**config.mk**
```make
export PLATFORM = sky130hd
export DESIGN_NAME = axi_str_rx_pkt_fifo
export DESIGN_NICKNAME = d
export VERILOG_FILES = /design/src/rtl/axi_str_rx_pkg.sv /design/src/rtl/axi_str_rx_mem.sv /design/src/rtl/axi_str_rx_pkt_fifo.sv
export SDC_FILE = /design/constraint.sdc
export NUM_CORES = 1
export LEC_CHECK = 0
export CAP_MARGIN = 20
export CORE_MARGIN = 10
export CORE_UTILIZATION = 68
export DETAILED_ROUTE_END_ITERATION = 16
export DONT_BUFFER_PORTS = 1
export GPL_TIMING_DRIVEN = 0
export PLACE_DENSITY = 0.84
export REMOVE_ABC_BUFFERS = 1
export SLEW_MARGIN = 20
export SYNTH_ARGS = -nofsm -noshare
export SYNTH_HDL_FRONTEND = slang
export SYNTH_SLANG_ARGS = --single-unit
```
**constraint.sdc**
```tcl
create_clock -name aclk -period 7.89 [get_ports aclk]
set_input_delay 0 -clock aclk [delete_from_list [all_inputs] [get_ports aclk]]
set_output_delay 0 -clock aclk [all_outputs]
set_load 0.05 [all_outputs]
```
**src/rtl/axi_str_rx_pkg.sv**
```systemverilog
// axi_str_rx_pkg: shared types and helpers for the store-and-forward RX FIFO.
// Beat layout in the buffer is {data, keep, last[, user]}, data at the MSBs.
package axi_str_rx_pkg;

    typedef enum logic {
        ACCEPT = 1'b0,
        DROP   = 1'b1
    } wr_state_t;

    localparam int BEAT_DATA_W = 32;
    localparam int BEAT_USER_W = 32;

    typedef struct packed {
        logic [BEAT_DATA_W-1:0]   data;
        logic [BEAT_DATA_W/8-1:0] keep;
        logic                     last;
        logic [BEAT_USER_W-1:0]   user;
    } beat_t;

    function automatic int ptr_w(input int depth);
        return $clog2(depth) + 1;
    endfunction

    function automatic int addr_w(input int depth);
        return $clog2(depth);
    endfunction

endpackage

```
**src/rtl/axi_str_rx_mem.sv**
```systemverilog
// axi_str_rx_mem: single-clock beat buffer, one write port and an
// asynchronous read port so the FIFO head is visible in the same cycle.
module axi_str_rx_mem
    import axi_str_rx_pkg::*;
#(
    parameter int W     = 8,
    parameter int DEPTH = 16,
    parameter int AW    = addr_w(DEPTH)
) (
    input  logic          clk,
    input  logic          we,
    input  logic [AW-1:0] waddr,
    input  logic [W-1:0]  wdata,
    input  logic [AW-1:0] raddr,
    output logic [W-1:0]  rdata
);

    logic [W-1:0] mem [DEPTH];

    always_ff @(posedge clk) begin
        if (we) begin
            mem[waddr] <= wdata;
        end
    end

    assign rdata = mem[raddr];

endmodule

```
**src/rtl/axi_str_rx_pkt_fifo.sv**
```systemverilog
// axi_str_rx_pkt_fifo: AXI-Stream store-and-forward packet FIFO that drops
// packets too large for the buffer. Define AXI_STR_RX_USER_EN to carry tuser.
module axi_str_rx_pkt_fifo
    import axi_str_rx_pkg::*;
#(
    parameter int DATA_SIZE = 32,
    parameter int USER_SIZE = 32,
    parameter int DEPTH     = 16,
    parameter int CNT_W     = 16
) (
    input  logic                     aclk,
    input  logic                     areset,
    input  logic                     s_tvalid,
    output logic                     s_tready,
    input  logic [DATA_SIZE-1:0]     s_tdata,
    input  logic [DATA_SIZE/8-1:0]   s_tkeep,
    input  logic                     s_tlast,
    input  logic [USER_SIZE-1:0]     s_tuser,
    output logic                     m_tvalid,
    input  logic                     m_tready,
    output logic [DATA_SIZE-1:0]     m_tdata,
    output logic [DATA_SIZE/8-1:0]   m_tkeep,
    output logic                     m_tlast,
    output logic [USER_SIZE-1:0]     m_tuser,
    output logic [$clog2(DEPTH):0]   pkt_count,
    output logic [CNT_W-1:0]         drop_count
);

    localparam int PW = ptr_w(DEPTH);
    localparam int AW = addr_w(DEPTH);
    localparam int KW = DATA_SIZE / 8;
`ifdef AXI_STR_RX_USER_EN
    localparam int BW = DATA_SIZE + KW + 1 + USER_SIZE;
`else
    localparam int BW = DATA_SIZE + KW + 1;
`endif

    wr_state_t      state, state_nxt;
    logic [PW-1:0]  wr_ptr, commit_ptr, rd_ptr;
    logic [PW-1:0]  fill;
    logic           full;
    logic           overflow;
    logic           wr_en;
    logic           commit;
    logic           drop_last;
    logic           rd_fire;
    logic           rd_last;
    logic [BW-1:0]  wdata, rdata;

    assign fill = wr_ptr - rd_ptr;
    assign full = (fill == PW'(DEPTH));

    always_comb begin
        state_nxt = state;
        s_tready  = 1'b0;
        overflow  = 1'b0;
        unique case (state)
            ACCEPT: begin
                s_tready = !areset && !full;
                // Nothing left to drain means this packet can never fit.
                overflow = full && (pkt_count == '0)
                           && (wr_ptr != commit_ptr);
                if (overflow) begin
                    state_nxt = DROP;
                end
            end
            DROP: begin
                s_tready = !areset;
                if (s_tvalid && s_tlast) begin
                    state_nxt = ACCEPT;
                end
            end
            default: state_nxt = ACCEPT;
        endcase
    end

    assign wr_en     = (state == ACCEPT) && s_tvalid && s_tready;
    assign commit    = wr_en && s_tlast;
    assign drop_last = (state == DROP) && s_tvalid && s_tready && s_tlast;

    assign m_tvalid = !areset && (rd_ptr != commit_ptr);
    assign rd_fire  = m_tvalid && m_tready;
    assign rd_last  = rd_fire && m_tlast;

    always_ff @(posedge aclk) begin
        if (areset) begin
            state      <= ACCEPT;
            wr_ptr     <= '0;
            commit_ptr <= '0;
            rd_ptr     <= '0;
            pkt_count  <= '0;
            drop_count <= '0;
        end else begin
            state <= state_nxt;
            if (overflow) begin
                wr_ptr <= commit_ptr;
            end else if (wr_en) begin
                wr_ptr <= wr_ptr + 1'b1;
            end
            if (commit) begin
                commit_ptr <= wr_ptr + 1'b1;
            end
            if (rd_fire) begin
                rd_ptr <= rd_ptr + 1'b1;
            end
            unique case ({commit, rd_last})
                2'b10:   pkt_count <= pkt_count + 1'b1;
                2'b01:   pkt_count <= pkt_count - 1'b1;
                default: ;
            endcase
            if (drop_last && (drop_count != {CNT_W{1'b1}})) begin
                drop_count <= drop_count + 1'b1;
            end
        end
    end

`ifdef AXI_STR_RX_USER_EN
    assign wdata = {s_tdata, s_tkeep, s_tlast, s_tuser};
    assign {m_tdata, m_tkeep, m_tlast, m_tuser} = rdata;
`else
    logic unused_user;
    assign unused_user = ^s_tuser;
    assign wdata = {s_tdata, s_tkeep, s_tlast};
    assign {m_tdata, m_tkeep, m_tlast} = rdata;
    assign m_tuser = '0;
`endif

    axi_str_rx_mem #(
        .W     (BW),
        .DEPTH (DEPTH),
        .AW    (AW)
    ) u_mem (
        .clk   (aclk),
        .we    (wr_en),
        .waddr (wr_ptr[AW-1:0]),
        .wdata (wdata),
        .raddr (rd_ptr[AW-1:0]),
        .rdata (rdata)
    );

endmodule

```
Yosys cells after proc, flatten, opt, wreduce, memory -nomap -nowiden. Memories as Yosys holds them, arrays and structs flattened. A register that Yosys moved wholly into a read port is not among the register bits. Cells that the tools add are included.

$add $sub $neg: 6. Equality and inequality tests: 6. Muxes and demuxes: 12. Bitwise logic cells: 1. Reductions and logical operators: 19.

Operators by type and width (number): 16-bit by 1-bit adder with 16-bit output (second input constant) (1); 16-bit inequality test (second input constant) (1); 5-bit by 1-bit adder with 5-bit output (second input constant) (3); 1-bit logical AND (14); 5-bit 2-to-1 mux (2); 5-bit inequality test (2); 5-bit one-hot mux with 2 select lines (1); 4-bit 2-to-1 mux (2); 5-bit == test (second input constant) (1); 5-bit zero test (1); 1-bit 2-to-1 mux (5); 5-bit by 1-bit subtractor with 5-bit output (second input constant) (1); 5-bit subtractor (1); 1-bit one-hot mux with 2 select lines (2); 2-bit nonzero test (2); 2-bit by 1-bit == test with 1-bit output (second input constant) (1); 2-bit == test (second input constant) (1); 1-bit zero test (2); 1-bit NOT (1).

Register bits after elaboration: 37. Memory bits (writable): 592. Input port bits: 73. Output and inout bits: 92. Logic and storage cells: 51. Memories kept: 1.

Memory list: u_mem.mem (words 16, bits a word 37, rd ports 1, clocked after memory_dff 1, write ports 1, RTL line axi_str_rx_mem.sv:18) `logic [W-1:0] mem [DEPTH];`.

Logic depth before layout (Yosys ltp). Gate-level depths: netlist (run 1).

Depth in word-level cells: 9. Depth in mapped cells: 14. Depth with buffers taken out: 13.

Cells and area by module. A second synthesis (run 1) with hierarchy kept.

Cells, all modules: 1205. Area total of the unflattened synthesis: 24559.8 um2.

Modules (own cells, without submodules): axi_str_rx_mem (times used 1, cells an instance 926, area each 22201.3 um2, sequential area each 17777.0 um2); axi_str_rx_pkt_fifo (times used 1, cells an instance 279, area each 2358.5 um2, sequential area each 740.7 um2).

Worst setup path before layout (run 1). Ideal clock, no wire load.

Path type: register to register. From: register rd_ptr[3]. To: memory u_mem.mem[0][0] (netlist bit) (enable). Library setup time: 477 ps. Arrival: 4189 ps. Required time: 7413 ps. Path slack: 3224 ps. Cell stages (with the launch flop): 9. Buffers on the path: 1. Period minus slack after synthesis: 4666 ps. Path through: dfxtp_1 inv_1 ha_1 nor2_1 xnor2_1 a211o_1 clkbuf_1 nand3_1 nor3_1.

Longest elaborated chain between the ends: 8.

RTL lines: start: declaration (RTL line axi_str_rx_pkt_fifo.sv:39) `logic [PW-1:0] wr_ptr, commit_ptr, rd_ptr;`; start signal: assignment (RTL line axi_str_rx_pkt_fifo.sv:104) `rd_ptr <= rd_ptr + 1'b1;`; 5-bit subtractor (RTL line axi_str_rx_pkt_fifo.sv:50) `assign fill = wr_ptr - rd_ptr;`; 5-bit == test (RTL line axi_str_rx_pkt_fifo.sv:51) `assign full = (fill == PW'(DEPTH));`; 1-bit zero test (RTL line axi_str_rx_pkt_fifo.sv:59) `s_tready = !areset && !full;`; 1-bit logical AND (RTL line axi_str_rx_pkt_fifo.sv:59); 1-bit one-hot mux with 2 select lines (RTL line axi_str_rx_pkt_fifo.sv:57) `unique case (state)`; 1-bit logical AND (RTL line axi_str_rx_pkt_fifo.sv:77) `assign wr_en = (state == ACCEPT) && s_tvalid && s_tready;`; 1-bit 2-to-1 mux (RTL line axi_str_rx_mem.sv:21) `if (we) begin`; 1-bit 2-to-1 mux (not written as such) (RTL line axi_str_rx_mem.sv:22) `mem[waddr] <= wdata;`; end: declaration (RTL line axi_str_rx_mem.sv:18).

Every way passes these cells.

Worst setup path in the final report (run 1).
From: register wr_ptr[3]. To: memory u_mem.mem[1][19] (netlist bit) (enable).

Longest elaborated chain between the ends: 8.

RTL lines: start: declaration (RTL line axi_str_rx_pkt_fifo.sv:39); start signal: assignment (RTL line axi_str_rx_pkt_fifo.sv:96) `wr_ptr <= commit_ptr;`; start signal: assignment (RTL line axi_str_rx_pkt_fifo.sv:98) `wr_ptr <= wr_ptr + 1'b1;`; 5-bit subtractor (RTL line axi_str_rx_pkt_fifo.sv:50); 5-bit == test (RTL line axi_str_rx_pkt_fifo.sv:51); 1-bit zero test (RTL line axi_str_rx_pkt_fifo.sv:59); 1-bit logical AND (RTL line axi_str_rx_pkt_fifo.sv:59); 1-bit one-hot mux with 2 select lines (RTL line axi_str_rx_pkt_fifo.sv:57); 1-bit logical AND (RTL line axi_str_rx_pkt_fifo.sv:77); 1-bit 2-to-1 mux (RTL line axi_str_rx_mem.sv:21); 1-bit 2-to-1 mux (not written as such) (RTL line axi_str_rx_mem.sv:22).

Parallel ways exist; a longest one is shown, timed or not.

==> results of run 1 <==
where the power goes:
| group | internal (W) | switching, W | total [W] | leakage [nW] |
|---|---|---|---|---|
| logic | 0.000189 | 0.000318 | 0.000508 | 2.31 |
| clock network | 0.00149 | 0.00123 | 0.00272 | 0.874 |
| registers | 0.00369 | 0.0000196 | 0.00371 | 5.67 |
| total | 0.00536 | 0.00157 | 0.00693 | 8.86 |
metrics by stage:
stage	total power (W)	hold slack, ps	setup WS, ps	instances	TNS (ps)
2_1_floorplan	0.00417	69.1	-1250	1075	-4060
3_3_place_gp	0.00426	74.8	-3660	1536	-149160
3_5_place_dp	0.00422	78.1	3860	1594	0
4_1_cts	0.00696	150	3690	1746	0
5_1_grt	0.00711	184	3480	1746	0
6_report	0.00693	180	3530	1747	0
logic make-up (layout without fill, tap and decap cells):
group | count (synthesis) | after routing | share of synthesized area [%]
compound gates | 48 | 48 | 1.31
simple gates | 113 | 113 | 2.22
buf+inv | 96 | 220 | 2.21
other cells | 1 | 33 | 0.0152
fa+ha+maj | 15 | 15 | 0.789
mux | 191 | 191 | 17.1
flops | 633 | 633 | 75.2
xor+xnor | 33 | 33 | 1.17
path summary, 6_finish.rpt:
kind / slack, ps / cells after the start / startpoint / end
max reg2reg: 3530 / 8 / wr_ptr[3] / u_mem.mem[1][19]
min reg2reg: 510 / 1 / rd_ptr[4] / rd_ptr[4]
min: 180 / 1 / areset / s_tready
max: 3530 / 8 / wr_ptr[3] / u_mem.mem[1][19]
worst max-delay path: stages (launching register included):
cell and delay, ps:
dfxtp_1 800, ha_1 400, nor2_1 150, xnor2_1 170, a211o_1 640, nand3_1 540, nor3_2 820, buf_4 320
buf_4 190
metal layers:
| metal | track usage (%) | up-vias |
|---|---|---|
| met2 | 49.0 | 803 |
| li1 | - | 4891 |
| met4 | 11.2 | 2 |
| met3 | 5.21 | 160 |
| met5 | 0 | - |
| met1 | 35.3 | 6547 |
registers in the layout, summed over array words and instances (netlist names), named ones only:
signal and cells:
u_mem.mem 592, rd_ptr 5, pkt_count 5, drop_count 16, state 1, commit_ptr 5, wr_ptr 5
Yosys cell counts:
cell | n | share of area [%]
and2_1 | 3 | 0.076
nand2_1 | 14 | 0.21
nand3_1 | 18 | 0.36
fa_1 | 1 | 0.081
or3_1 | 5 | 0.13
ha_1 | 14 | 0.71
nor3_1 | 12 | 0.24
and3_1 | 2 | 0.051
o21ai_0 | 11 | 0.22
nand4b_1 | 1 | 0.035
dfxtp_1 | 41 | 3.3
nor3b_1 | 2 | 0.061
nor2_1 | 39 | 0.59
buf_2 | 8 | 0.16
or2_0 | 1 | 0.025
buf_4 | 43 | 1.3
a21oi_1 | 13 | 0.26
buf_1 | 10 | 0.15
or4_1 | 1 | 0.030
a211oi_1 | 1 | 0.030
edfxtp_1 | 592 | 72
nand3b_1 | 1 | 0.030
xor2_1 | 24 | 0.85
a311oi_1 | 9 | 0.32
mux4_2 | 185 | 17
inv_1 | 10 | 0.15
o31ai_1 | 2 | 0.061
and4_1 | 2 | 0.071
conb_1 | 1 | 0.015
mux2i_1 | 6 | 0.24
a21o_1 | 3 | 0.091
buf_6 | 2 | 0.091
a211o_1 | 2 | 0.071
o2111ai_1 | 4 | 0.14
a211oi_2 | 1 | 0.051
xnor2_1 | 9 | 0.32
nand4_1 | 8 | 0.20
clkbuf_1 | 23 | 0.35
nand2b_1 | 3 | 0.076
o211ai_1 | 2 | 0.061
nor4_1 | 1 | 0.025
final cells by class:
class	count	area [um2]	share of cell area, %
antenna	1	2.50	0.00880
clock buffer	74	1590	5.57
clock inverter	34	239	0.840
inverter	10	37.5	0.132
multi-input combinational	432	5820	20.5
sequential	633	18600	65.4
tap	461	577	2.03
timing repair buffer	102	1570	5.51
==> flow_summary.json, run 1 <==
{
  "outcome": "finished, final reports clean",
  "die_h_um": 211,
  "row_count": 69,
  "dr.pass1.iters": 6,
  "die_area_um2": 44400,
  "worstPathArrival_ps": 4670,
  "wl_met1_um": 21500,
  "final_cell_mix": "592 x edfxtp_1, 185 x mux4_2, 61 x clkbuf_16",
  "clkLatencyLatePin_ps": 610,
  "netlist_area_um2": 24700,
  "max_slew_margin_pct": 28.1,
  "grt_pass1_vias": 13000,
  "vias": 12400,
  "finalWirelength_um": 61400,
  "leakagePower_nw": 8.86,
  "vdd_ir_drop_max_uv": 179,
  "grt_overflow": 0,
  "yosys_warnings": 0,
  "antenna_left": 0,
  "synth-seq-cells": 633,
  "max_clock_freq_ghz": 0.229,
  "cts_root_buffer": "clkbuf_16",
  "gp_congestion": 0.813,
  "powerDensity_nw_per_um2": 244,
  "cts_resized": 0,
  "holdBufCountCts": 44,
  "routed.top_layer": "met5",
  "drv_cap": 0,
  "htree_levels": 2,
  "port_buffers": 0,
  "synthCells": 1130,
  "grt_pass1_wl_um": 90300,
  "synth.avg_cell_area_um2": 21.9,
  "clk_path_buf_depth": 3,
  "cts_tree": "done",
  "cts_setup_buffers": 0,
  "place_area_um2": 26200,
  "path_max_fanout": 22,
  "cp.required_ps": 8200,
  "initialDrtViolationCount": 1592,
  "core_area_um2": 35700,
  "syn_to_final_growth_pct": 15.0,
  "fin_skew_ps": 13.4,
  "slew_viol_final": 0,
  "n_fill_cell": 1610,
  "rsz0062_at_grt": "no",
  "nNetsFinal": 1325,
  "wl_met3_um": 5000,
  "via_per_inst": 7.10,
  "antenna_found_initial": 2,
  "fin_crit_ps": 4360,
  "final_core_util_pct": 79.6,
  "yosysSeqAreaShare_pct": 75.2,
  "num_io_pins": 165,
  "grt_usage_pct": 28.4,
  "critical_path_class": "reg2reg",
  "clkSlewWorstSetupHoldPaths_ps": 70,
  "worst_slew_pin_slew_ps": 1080,
  "grt_max_degree": 53,
  "yosysUniqueCellTypes": 41,
  "setup_viol": 0,
  "period_share_pct": 55.3,
  "fin_area_um2": 28400,
  "cts_sinks": 633,
  "fp.dieW_um": 211,
  "drive_gt1_share_pct": 27.1,
  "cp-end-kind": "flip-flop",
  "wl_met2_um": 32600,
  "drc": 0,
  "layout_commonest_cell": "edfxtp_1",
  "hold_violations": 0,
  "dp_hpwl_um": 34200,
  "cts_buffers": 58,
  "startpoint_type": "flip-flop",
  "wire_per_inst_um": 35.2,
  "initial_core_util_pct": 69.2,
  "min_path_type": "in2out"
}
Note: power is estimated with default switching activity, not from simulation.
==> run 2: changes to the inputs <==
Settings changed: CORE_UTILIZATION 68 to 63, PLACE_DENSITY 0.84 to 0.79.
Clock period 7.89 ns to 4.37 ns, I/O delays scaled along.
==> run 2 against run 1 <==
  * Cell area increased by 0.92%
  * Combinational power increased by 76%
  * Via count decreased by 1.2%
  * Clock power increased by 100%
  * Non-clock buffer count increased by 1
  * Critical path depth increased by 2
  * Final cell count increased by 3.4%
  * Hold slack about the same
  * Routed wire length increased by 1.1%
  * Core utilization decreased by 5.5 points
  * Power increased by 88%
  * Global-route usage decreased by 1.7 points
==> flow_summary.json, run 2 (synthesis results as in run 1) <==
{
  "critical_path_class": "reg2reg",
  "crit_slowest_cell": "dfxtp_4",
  "clkSlewWorstSetupHoldPaths_ps": 60,
  "core_area_um2": 38700,
  "rrSetupSlack_ps": 400,
  "initial_core_util_pct": 63.8,
  "cp_num_cells": 10,
  "nNetsFinal": 1327,
  "antenna_found_initial": 3,
  "fp.dieW_um": 218,
  "whs_path_depth": 1,
  "drive_gt1_share_pct": 28.5,
  "dr.pass1.iters": 5,
  "die_h_um": 218,
  "dp_hpwl_um": 33700,
  "outcome": "finished, final reports clean",
  "multi_input_area_um2": 5830,
  "startpoint_type": "flip-flop",
  "fin_area_um2": 28700,
  "cp_num_buf_inv": 0,
  "vias": 12300,
  "antenna_left": 0,
  "max_clock_freq_ghz": 0.252,
  "cts_tree": "done",
  "setup_viol": 0,
  "die_area_um2": 47600,
  "n_antenna_cell": 0,
  "drc": 0,
  "row_count": 72,
  "fin_skew_ps": 21.6,
  "place_area_um2": 26200,
  "fin_crit_ps": 3970,
  "via_per_inst": 6.78,
  "use_met3_pct": 5.17,
  "cts_sinks": 633,
  "grt_use_met2_pct": 46.2,
  "port_buffers": 0,
  "top_usage_layer": "met2",
  "grt_pass1_vias": 12700,
  "min_path_type": "in2out",
  "final_cell_mix": "592 x edfxtp_1, 185 x mux4_2, 60 x clkbuf_16",
  "clkLatencyLatePin_ps": 630,
  "leakagePower_nw": 8.96,
  "period_share_pct": 90.9,
  "grt_usage_pct": 26.6,
  "reg2regPathDepth": 10,
  "worst_r2r_endpoint": "pkt_count[4]",
  "top_register": "u_mem.mem",
  "vdd_ir_drop_max_uv": 307,
  "max_slew_margin_pct": 29.9,
  "num_io_pins": 165,
  "worst_path_largest_cell_delay_ps": 810,
  "finalWirelength_um": 62100,
  "syn_to_final_growth_pct": 16.1,
  "cts_buffers": 59,
  "use_met1_pct": 32.6,
  "slew_viol_final": 0,
  "crit_chain": "mux4_2, mux4_2, and2_1, ha_1, fa_1, a21o_1, a21oi_1, xor2_1, or3_1, a21oi_1",
  "path_delay_family": "multiplexers",
  "drv_cap": 0,
  "hold_start": "areset",
  "largestRegisters": "u_mem.mem (592), drop_count (16)",
  "path_max_fanout": 32,
  "cp-end-kind": "flip-flop",
  "htree_levels": 2,
  "final_core_util_pct": 74.1,
  "grt_max_degree": 52,
  "hold_violations": 0,
  "layout_commonest_cell": "edfxtp_1",
  "worstPathArrival_ps": 4520,
  "worst_slew_pin_slew_ps": 1060,
  "grt_pass1_wl_um": 90500,
  "clk_path_buf_depth": 3,
  "cp.required_ps": 4910,
  "largest_reg_flops": 592,
  "cts_setup_buffers": 0,
  "rsz0062_at_grt": "no",
  "gp_congestion": 0.774,
  "n_fill_cell": 2044,
  "powerDensity_nw_per_um2": 455,
  "register_area_um2": 18600,
  "grt_overflow": 0,
  "min_to": "s_tready",
  "wire_per_inst_um": 34.4,
  "initialDrtViolationCount": 1425,
  "cts_root_buffer": "clkbuf_16"
}
run 2: cell types whose count changed in the layout (fill, tap and decap cells not counted), moves of 5 or more:
cell / previous run / this run
clkbuf_8: 1 / 6
buf_16: 29 / 23
bufinv_16: 2 / 9
buf_12: 6 / 11
buf_4: 14 / 19
clkinv_1: 15 / 4
run 2: area by class of cell:
cell class                      instances  share of cell area (%)
Sequential cell                       633                    64.8
Multi-Input combinational cell        432                    20.3
Clock buffer                           76                    5.65
Timing Repair Buffer                  103                    5.28
Inverter                               10                   0.131
Clock inverter                         35                    1.56
Tap cell                              518                    2.26
run 2: power breakdown:
| part | internal [W] | switching [W] | leakage (nW) |
|---|---|---|---|
| registers | 0.00666 | 0.0000543 | 5.67 |
| logic | 0.000338 | 0.000554 | 2.30 |
| clock network | 0.00316 | 0.00228 | 0.994 |
run 2: through the flow:
stage / cells / setup slack, ps / total power, W / setup TNS, ps / hold WS (ps)
6_report: 1807 / 398 / 0.0131 / 0 / 180
5_1_grt: 1807 / 81.0 / 0.0134 / 0 / 190
4_1_cts: 1807 / 274 / 0.0131 / 0 / 182
3_5_place_dp: 1654 / 331 / 0.00761 / 0 / 73.4
3_3_place_gp: 1593 / -7300 / 0.00770 / -1559610 / 76.2
2_1_floorplan: 1075 / -4770 / 0.00754 / -197940 / 69.1
run 2: timing repair:
action                                  CTS  global route
hold buffers                             42             0
endpoints found under the setup margin    0             9
endpoints found under the hold margin   633             0
gates resized for setup                   0             1
run 2: routing by layer:
metal / routed length (um) / vias up / part of all wire, %
li1: - / 4897 / -
met1: 21800 / 6477 / 35
met2: 33300 / 716 / 54
met3: 4550 / 160 / 7.3
met4: 2490 / 2 / 4.0
met5: 7 / - / 0.011
run 2: worst register-to-register path: stages, from the launching register on:
cell	delay (ps)
dfxtp_4	810
mux4_2	610
mux4_2	660
and2_1	240
ha_1	270
fa_1	440
a21o_1	180
a21oi_1	170
xor2_1	90
or3_1	310
a21oi_1	140
run 2: worst max-delay path by stage:
stage | start | slack [ps] | to
4_1_cts | wr_ptr[3] | 270 | u_mem.mem[0][27]
6_report | flip-flop | 400 | pkt_count[4]
5_1_grt | flip-flop | 80 | pkt_count[4]
2_1_floorplan | flip-flop | -4770 | pkt_count[4]
3_5_place_dp | wr_ptr[3] | 330 | u_mem.mem[0][27]
3_3_place_gp | flip-flop | -7300 | pkt_count[4]
